===== src/rtl/aes_subbytes_seq.sv =====
// aes_subbytes_seq: iterative AES SubBytes engine, LANES shared S-boxes per cycle.
// Optional inverse S-box support is enabled with `define AES_SUBBYTES_INV_EN.

package aes_gf_pkg;
  function automatic logic [7:0] gf_mul(input logic [7:0] a, input logic [7:0] b);
    logic [7:0] p;
    logic [7:0] aa;
    p  = '0;
    aa = a;
    for (int i = 0; i < 8; i++) begin
      if (b[i]) p = p ^ aa;
      aa = {aa[6:0], 1'b0} ^ (aa[7] ? 8'h1b : 8'h00);
    end
    return p;
  endfunction

  // x^254 is the multiplicative inverse in GF(2^8) and maps 0 to 0
  function automatic logic [7:0] gf_inv(input logic [7:0] x);
    logic [7:0] sq;
    logic [7:0] r;
    sq = x;
    r  = 8'h01;
    for (int i = 1; i < 8; i++) begin
      sq = gf_mul(sq, sq);
      r  = gf_mul(r, sq);
    end
    return r;
  endfunction
endpackage

module aes_Sbox (
  input  logic [7:0] sbox_in,
  output logic [7:0] aes128_sbox
);
  logic [7:0] t;
  assign t = aes_gf_pkg::gf_inv(sbox_in);
  assign aes128_sbox = t ^ {t[6:0], t[7]} ^ {t[5:0], t[7:6]} ^ {t[4:0], t[7:5]}
                     ^ {t[3:0], t[7:4]} ^ 8'h63;
endmodule

`ifdef AES_SUBBYTES_INV_EN
module aes_inv_Sbox (
  input  logic [7:0] sbox_in,
  output logic [7:0] aes128_inv_sbox
);
  logic [7:0] a;
  // undo the affine step first, then invert in the field
  assign a = {sbox_in[6:0], sbox_in[7]} ^ {sbox_in[4:0], sbox_in[7:5]}
           ^ {sbox_in[1:0], sbox_in[7:2]} ^ 8'h05;
  assign aes128_inv_sbox = aes_gf_pkg::gf_inv(a);
endmodule
`endif

// state | meaning
// IDLE  | waiting for a block, in_ready high
// BUSY  | substituting LANES bytes per cycle
// DONE  | result presented with out_valid until out_ready
module aes_subbytes_seq #(
  parameter int LANES = 4
) (
  input  logic         clk,
  input  logic         rst_n,
  input  logic         in_valid,
  output logic         in_ready,
  input  logic [127:0] state_in,
  input  logic         inv_mode,
  output logic         out_valid,
  input  logic         out_ready,
  output logic [127:0] state_out,
  output logic         busy
);
  localparam int STEPS = 16 / LANES;
  localparam int CW    = (STEPS > 1) ? $clog2(STEPS) : 1;
  localparam logic [CW-1:0] LAST = CW'(STEPS - 1);

  if (LANES != 1 && LANES != 2 && LANES != 4 && LANES != 8 && LANES != 16) begin : g_bad_lanes
    $error("aes_subbytes_seq: LANES must be 1, 2, 4, 8 or 16");
  end

  typedef enum logic [1:0] {IDLE, BUSY, DONE} state_t;

  state_t           state_q, state_d;
  logic [CW-1:0]    cnt_q;
  logic [15:0][7:0] data_q;   // data_q[15] is byte 0
  logic             accept;
  logic [7:0]       lane_in  [LANES];
  logic [7:0]       lane_out [LANES];

  always_ff @(posedge clk or negedge rst_n) begin
    if (!rst_n) state_q <= IDLE;
    else        state_q <= state_d;
  end

  always_comb begin
    state_d   = state_q;
    in_ready  = 1'b0;
    out_valid = 1'b0;
    busy      = 1'b0;
    accept    = 1'b0;
    case (state_q)
      IDLE: begin
        in_ready = 1'b1;
        if (in_valid) begin
          accept  = 1'b1;
          state_d = BUSY;
        end
      end
      BUSY: begin
        busy = 1'b1;
        if (cnt_q == LAST) state_d = DONE;
      end
      DONE: begin
        out_valid = 1'b1;
        in_ready  = out_ready;
        if (out_ready) begin
          accept  = in_valid;
          state_d = in_valid ? BUSY : IDLE;
        end
      end
      default: state_d = IDLE;
    endcase
  end

  // counter saturates at LAST so it never wraps inside a block
  always_ff @(posedge clk or negedge rst_n) begin
    if (!rst_n)                                cnt_q <= '0;
    else if (accept)                           cnt_q <= '0;
    else if (state_q == BUSY && cnt_q != LAST) cnt_q <= cnt_q + 1'b1;
  end

  always_comb begin
    for (int l = 0; l < LANES; l++) begin
      lane_in[l] = data_q[15 - l];
      for (int s = 0; s < STEPS; s++) begin
        if (cnt_q == CW'(s)) lane_in[l] = data_q[15 - (s * LANES + l)];
      end
    end
  end

  always_ff @(posedge clk or negedge rst_n) begin
    if (!rst_n) begin
      data_q <= '0;
    end else if (accept) begin
      data_q <= state_in;
    end else if (state_q == BUSY) begin
      for (int b = 0; b < 16; b++) begin
        if (cnt_q == CW'(b / LANES)) data_q[15 - b] <= lane_out[b % LANES];
      end
    end
  end

`ifdef AES_SUBBYTES_INV_EN
  logic mode_q;
  always_ff @(posedge clk or negedge rst_n) begin
    if (!rst_n)      mode_q <= 1'b0;
    else if (accept) mode_q <= inv_mode;
  end
`else
  logic unused_inv_mode;
  assign unused_inv_mode = inv_mode;
`endif

  for (genvar l = 0; l < LANES; l++) begin : g_lane
    logic [7:0] fwd;
    aes_Sbox u_fwd (.sbox_in(lane_in[l]), .aes128_sbox(fwd));
`ifdef AES_SUBBYTES_INV_EN
    logic [7:0] inv;
    aes_inv_Sbox u_inv (.sbox_in(lane_in[l]), .aes128_inv_sbox(inv));
    assign lane_out[l] = mode_q ? inv : fwd;
`else
    assign lane_out[l] = fwd;
`endif
  end

  assign state_out = (state_q == DONE) ? data_q : '0;
endmodule


===== config.mk =====
export PLATFORM = sky130hd
export DESIGN_NAME = aes_subbytes_seq
export DESIGN_NICKNAME = d
export VERILOG_FILES = /design/src/rtl/aes_subbytes_seq.sv
export SDC_FILE = /design/constraint.sdc
export NUM_CORES = 2
export LEC_CHECK = 0
export CAP_MARGIN = 25
export CORE_ASPECT_RATIO = 1.2
export CORE_MARGIN = 8
export CORE_UTILIZATION = 64
export CTS_CLUSTER_DIAMETER = 200
export DETAILED_ROUTE_END_ITERATION = 7
export GPL_TIMING_DRIVEN = 0
export MAX_ROUTING_LAYER = met4
export PLACE_DENSITY = 0.92
export SYNTH_ARGS = -nofsm -noshare
export SYNTH_HDL_FRONTEND = slang
export SYNTH_HIERARCHICAL = 1
export SYNTH_SLANG_ARGS = --single-unit
export TNS_END_PERCENT = 30

===== constraint.sdc =====
create_clock -name clk -period 46.3 [get_ports clk]
set_input_delay 9.26 -clock clk [delete_from_list [all_inputs] [get_ports clk]]
set_output_delay 9.26 -clock clk [all_outputs]
set_load 0.01 [all_outputs]

==> metrics.txt <==
# TYPE chip_impl_metric gauge
chip_impl_metric{name="report.final.hold_viol_count",unit=""} 0
chip_impl_metric{name="fp-row-count",unit=""} 133
chip_impl_info{name="worst_setup_path_start_kind",value="flip-flop"} 1
chip_impl_metric{name="final_design_area_no_fill",unit="mm2"} 0.0752
chip_impl_metric{name="dr.pass1.iters",unit=""} 7
chip_impl_metric{name="antenna_found_initial",unit=""} 27
chip_impl_metric{name="synth_mux_area_share",unit="%"} 10.2
chip_impl_info{name="endpoint_kind",value="flip-flop"} 1
chip_impl_metric{name="syn_area_per_cell",unit="um2"} 8.23
chip_impl_metric{name="crit_arrival",unit="ns"} 22.00
chip_impl_info{name="tritoncts",value="built"} 1
chip_impl_metric{name="timing.fmax",unit="MHz"} 46.3
chip_impl_info{name="cpMostUsedCell",value="sky130_fd_sc_hd__xnor2_1"} 1
chip_impl_metric{name="synth_cell_types",unit=""} 119
chip_impl_metric{name="max_cap_viol_count",unit=""} 0
chip_impl_metric{name="adder_and_majority_gate_portion_of_the_synthesized_area",unit="%"} 0.630
chip_impl_metric{name="post-route-worst-setup-slack",unit="ns"} 24.72
chip_impl_metric{name="xor_xnor_fraction_of_synth_area",unit="%"} 44.5
chip_impl_metric{name="routabilityCongestion",unit=""} 1.04
chip_impl_metric{name="synth_compound_gate_area_share",unit="%"} 15.0
chip_impl_metric{name="syn-instance-count",unit=""} 8495
chip_impl_info{name="rsz_0062_raised_after_global_routing",value="no"} 1
chip_impl_info{name="worst_hold_path_type",value="flip-flop to flip-flop"} 1
chip_impl_metric{name="dpl.hpwl",unit="um"} 185000
chip_impl_metric{name="syn_nets",unit=""} 8660
chip_impl_metric{name="layout-area-overhead-vs-synth",unit="%"} 7.58
chip_impl_metric{name="insertion_delay",unit="ns"} 0.49
chip_impl_metric{name="die_height",unit="um"} 378
chip_impl_metric{name="final_net_count",unit=""} 8966
chip_impl_info{name="yosys-top-cells-area",value="sky130_fd_sc_hd__xnor2_1 17%, sky130_fd_sc_hd__xnor3_1 11%, sky130_fd_sc_hd__nor2_1 5.8%, sky130_fd_sc_hd__dfrtp_1 4.7%, sky130_fd_sc_hd__xor2_1 4.5%"} 1
chip_impl_info{name="leading_cell_types_by_count_after_synthesis",value="1393 x sky130_fd_sc_hd__xnor2_1, 1083 x sky130_fd_sc_hd__nor2_1, 828 x sky130_fd_sc_hd__nand2_1, 356 x sky130_fd_sc_hd__xnor3_1, 356 x sky130_fd_sc_hd__xor2_1"} 1
chip_impl_info{name="synth_top_flop_cell",value="sky130_fd_sc_hd__dfrtp_1"} 1
chip_impl_metric{name="netlist.area_leader.share",unit="%"} 17.4
chip_impl_metric{name="synth-async-reset-ratio",unit="%"} 100
chip_impl_metric{name="clock_tree.htree_level_count",unit=""} 4
chip_impl_metric{name="clockBufferDepth",unit=""} 2
chip_impl_info{name="r2r-end",value="data_q[104]$_DFFE_PN0P_"} 1
chip_impl_info{name="hold_path_startpoint",value="cnt_q[1]$_DFFE_PN0P_"} 1
chip_impl_metric{name="start_util",unit="%"} 64.2
chip_impl_metric{name="place_ws",unit="ns"} 25.70
chip_impl_metric{name="min_period_over_period",unit="%"} 46.6
chip_impl_metric{name="number_of_nets_with_antenna_violations_after_routing",unit=""} 0
chip_impl_metric{name="setup_viol_count_final",unit=""} 0
chip_impl_metric{name="cts_hold_repair.buffers",unit=""} 0
chip_impl_metric{name="synth_edf_count",unit=""} 0
chip_impl_metric{name="final_layout_size_suffix_gt1_share",unit="%"} 12.9
chip_impl_metric{name="postCtsSetupBuffers",unit=""} 0
chip_impl_metric{name="timing.hold.worst_path_depth",unit=""} 2
chip_impl_metric{name="worst_r2r_path_depth",unit=""} 65
chip_impl_metric{name="grt_remaining_overflow",unit=""} 0
chip_impl_metric{name="routed_wire_length_per_instance",unit="um"} 23.3
chip_impl_metric{name="die_width",unit="um"} 318
chip_impl_metric{name="number_of_cts_inserted_buffers",unit=""} 17
chip_impl_info{name="synth_top_family_by_area",value="XOR/XNOR gates"} 1
chip_impl_info{name="hold_end",value="cnt_q[1]$_DFFE_PN0P_"} 1
chip_impl_metric{name="worst-endpoint-required",unit="ns"} 46.72
chip_impl_info{name="clock_tree.root_cell",value="sky130_fd_sc_hd__clkbuf_16"} 1
chip_impl_metric{name="worst_slew_pin_slew",unit="ns"} 1.25
chip_impl_info{name="synth.most_common_cell",value="sky130_fd_sc_hd__xnor2_1"} 1
chip_impl_metric{name="drt_iter0_drc",unit=""} 8130
chip_impl_metric{name="yosysWarningCount",unit=""} 6
chip_impl_metric{name="via_count_of_the_first_global_routing_pass",unit=""} 64900
chip_impl_metric{name="cp_max_fo",unit=""} 10
chip_impl_metric{name="post_dp_cell_area",unit="mm2"} 0.0744
chip_impl_metric{name="timing.reg2reg.setup_slack",unit="ns"} 24.72
chip_impl_metric{name="drt_drc_violations_left",unit=""} 0
chip_impl_info{name="reg2reg_from",value="cnt_q[1]$_DFFE_PN0P_"} 1
chip_impl_metric{name="coreArea",unit="mm2"} 0.109
chip_impl_metric{name="route.vias.total",unit=""} 67300
chip_impl_metric{name="finalSetupTns",unit="ns"} 0
chip_impl_metric{name="syn_area",unit="mm2"} 0.0699
chip_impl_metric{name="finClkSkew",unit="ns"} 0.0224
chip_impl_metric{name="drt-vias-per-instance",unit=""} 6.57
chip_impl_metric{name="drt_wl_total",unit="um"} 239000
chip_impl_metric{name="design.die.area",unit="mm2"} 0.120
chip_impl_info{name="synth.largest_area_cell",value="sky130_fd_sc_hd__xnor2_1"} 1
chip_impl_info{name="criticalPathCategory",value="flip-flop to flip-flop"} 1
chip_impl_info{name="crit_slowest_cell",value="sky130_fd_sc_hd__xnor2_1"} 1
chip_impl_metric{name="synthesized_flop_and_latch_total",unit=""} 132
chip_impl_metric{name="drv_slew",unit=""} 0
chip_impl_metric{name="track_usage",unit="%"} 38.7
chip_impl_metric{name="clk_pin_slew",unit="ns"} 0.06
chip_impl_metric{name="cts-resized-gates",unit=""} 0
chip_impl_metric{name="critPathMaxStageDelay",unit="ns"} 1.00
chip_impl_info{name="run_status",value="completed"} 1
chip_impl_metric{name="timing.max_slew.rel_slack",unit="%"} 15.8
chip_impl_metric{name="post-route-min-period",unit="ns"} 21.58
chip_impl_metric{name="number_of_sinks_on_the_clock_net",unit=""} 132
chip_impl_metric{name="io-pin-count",unit=""} 264
chip_impl_metric{name="sequential_to_total_area_share_from_yosys_stat",unit="%"} 4.72
chip_impl_metric{name="grt_max_degree",unit=""} 87
chip_impl_metric{name="wire_length_of_the_first_global_routing_pass",unit="um"} 369000
chip_impl_metric{name="synthSimpleGateAreaFrac",unit="%"} 20.1
chip_impl_metric{name="io_buffers",unit=""} 262
registers in the layout, indices dropped and copies added, names as in the netlist:
register	flops
data_q	128
cnt_q	2
state_q	2
layout by cell type (no fill, tap or decap), drive strengths merged, types with 44 or more instances in the layout:
cell type and count:
clkbuf 315, o211ai 48, o31ai 48, nand2b 96, xor2 420, a31oi 68
xnor3 400, o21ai 332, and2 188, xnor2 1613, o22ai 112, a22oi 76
nand4 56, nor2 1107, a21oi 312, xor3 60, a211oi 60, nor4 56
nand3 184, mux2 340, inv 84, dfrtp 132, clkdlybuf4s50 261, nor2b 82
or3 44, buf 326, nor3 220, nand2 832, mux2i 273
per-layer routing:
metal / track usage [%] / vias up / share of wire (%)
met1: 45.0 / 32000 / 37
met2: 62.4 / 4073 / 46
met3: 8.05 / 997 / 10
met5: - / - / 0
met4: 22.3 / 0 / 6.6
li1: - / 30300 / -
area by class of cell:
class	instances	area (um2)
Multi-Input combinational cell	7681	63200
Fill cell	8694	33800
Sequential cell	132	3300
Buffer	595	3110
Timing Repair Buffer	287	2850
Tap cell	1417	1770
Clock buffer	20	447
Inverter	87	327
Clock inverter	12	169
Antenna cell	25	62.6
worst max path at each step:
stage | startpoint | end | cells after the start
2_1_floorplan | out_ready | in_ready | 2
3_3_place_gp | cnt_q[1]$_DFFE_PN0P_ | data_q[8]$_DFFE_PN0P_ | 65
3_5_place_dp | cnt_q[1]$_DFFE_PN0P_ | data_q[8]$_DFFE_PN0P_ | 65
4_1_cts | cnt_q[1]$_DFFE_PN0P_ | data_q[40]$_DFFE_PN0P_ | 65
5_1_grt | cnt_q[1]$_DFFE_PN0P_ | data_q[104]$_DFFE_PN0P_ | 65
6_report | cnt_q[1]$_DFFE_PN0P_ | data_q[104]$_DFFE_PN0P_ | 65
kinds of logic (layout without fill, tap and decap cells):
family,after synthesis,after routing
other cells,0,25
flops,132,132
xor+xnor,2493,2493
simple gates,3030,3030
compound gates,1509,1509
buf+inv,682,1001
mux,613,613
fa+ha+maj,36,36
through the flow:
stage	hold slack, ns	cells	utilization [%]
after global placement	0.577	10200	68.2
after global routing	0.638	10300	69.0
final	0.624	10300	69.0
after detailed placement	0.605	10200	68.3
after floorplan	0.538	8495	-
after CTS	0.619	10200	68.9
worst max-delay path, delay by kind of cell, from the launching register on:
family	cells	cell delay [ns]
xor gates and xnor gates	16	6.94
AOI/OAI and AO/OA	10	3.46
buffers and inverters	13	3.72
muxes	9	2.58
adders and majority gates	4	1.42
DFF	1	0.42
and+or+nand+nor	13	2.91
Power is not shown: default switching activity piles up to over one toggle a cycle in this logic, so the estimate is an artifact.
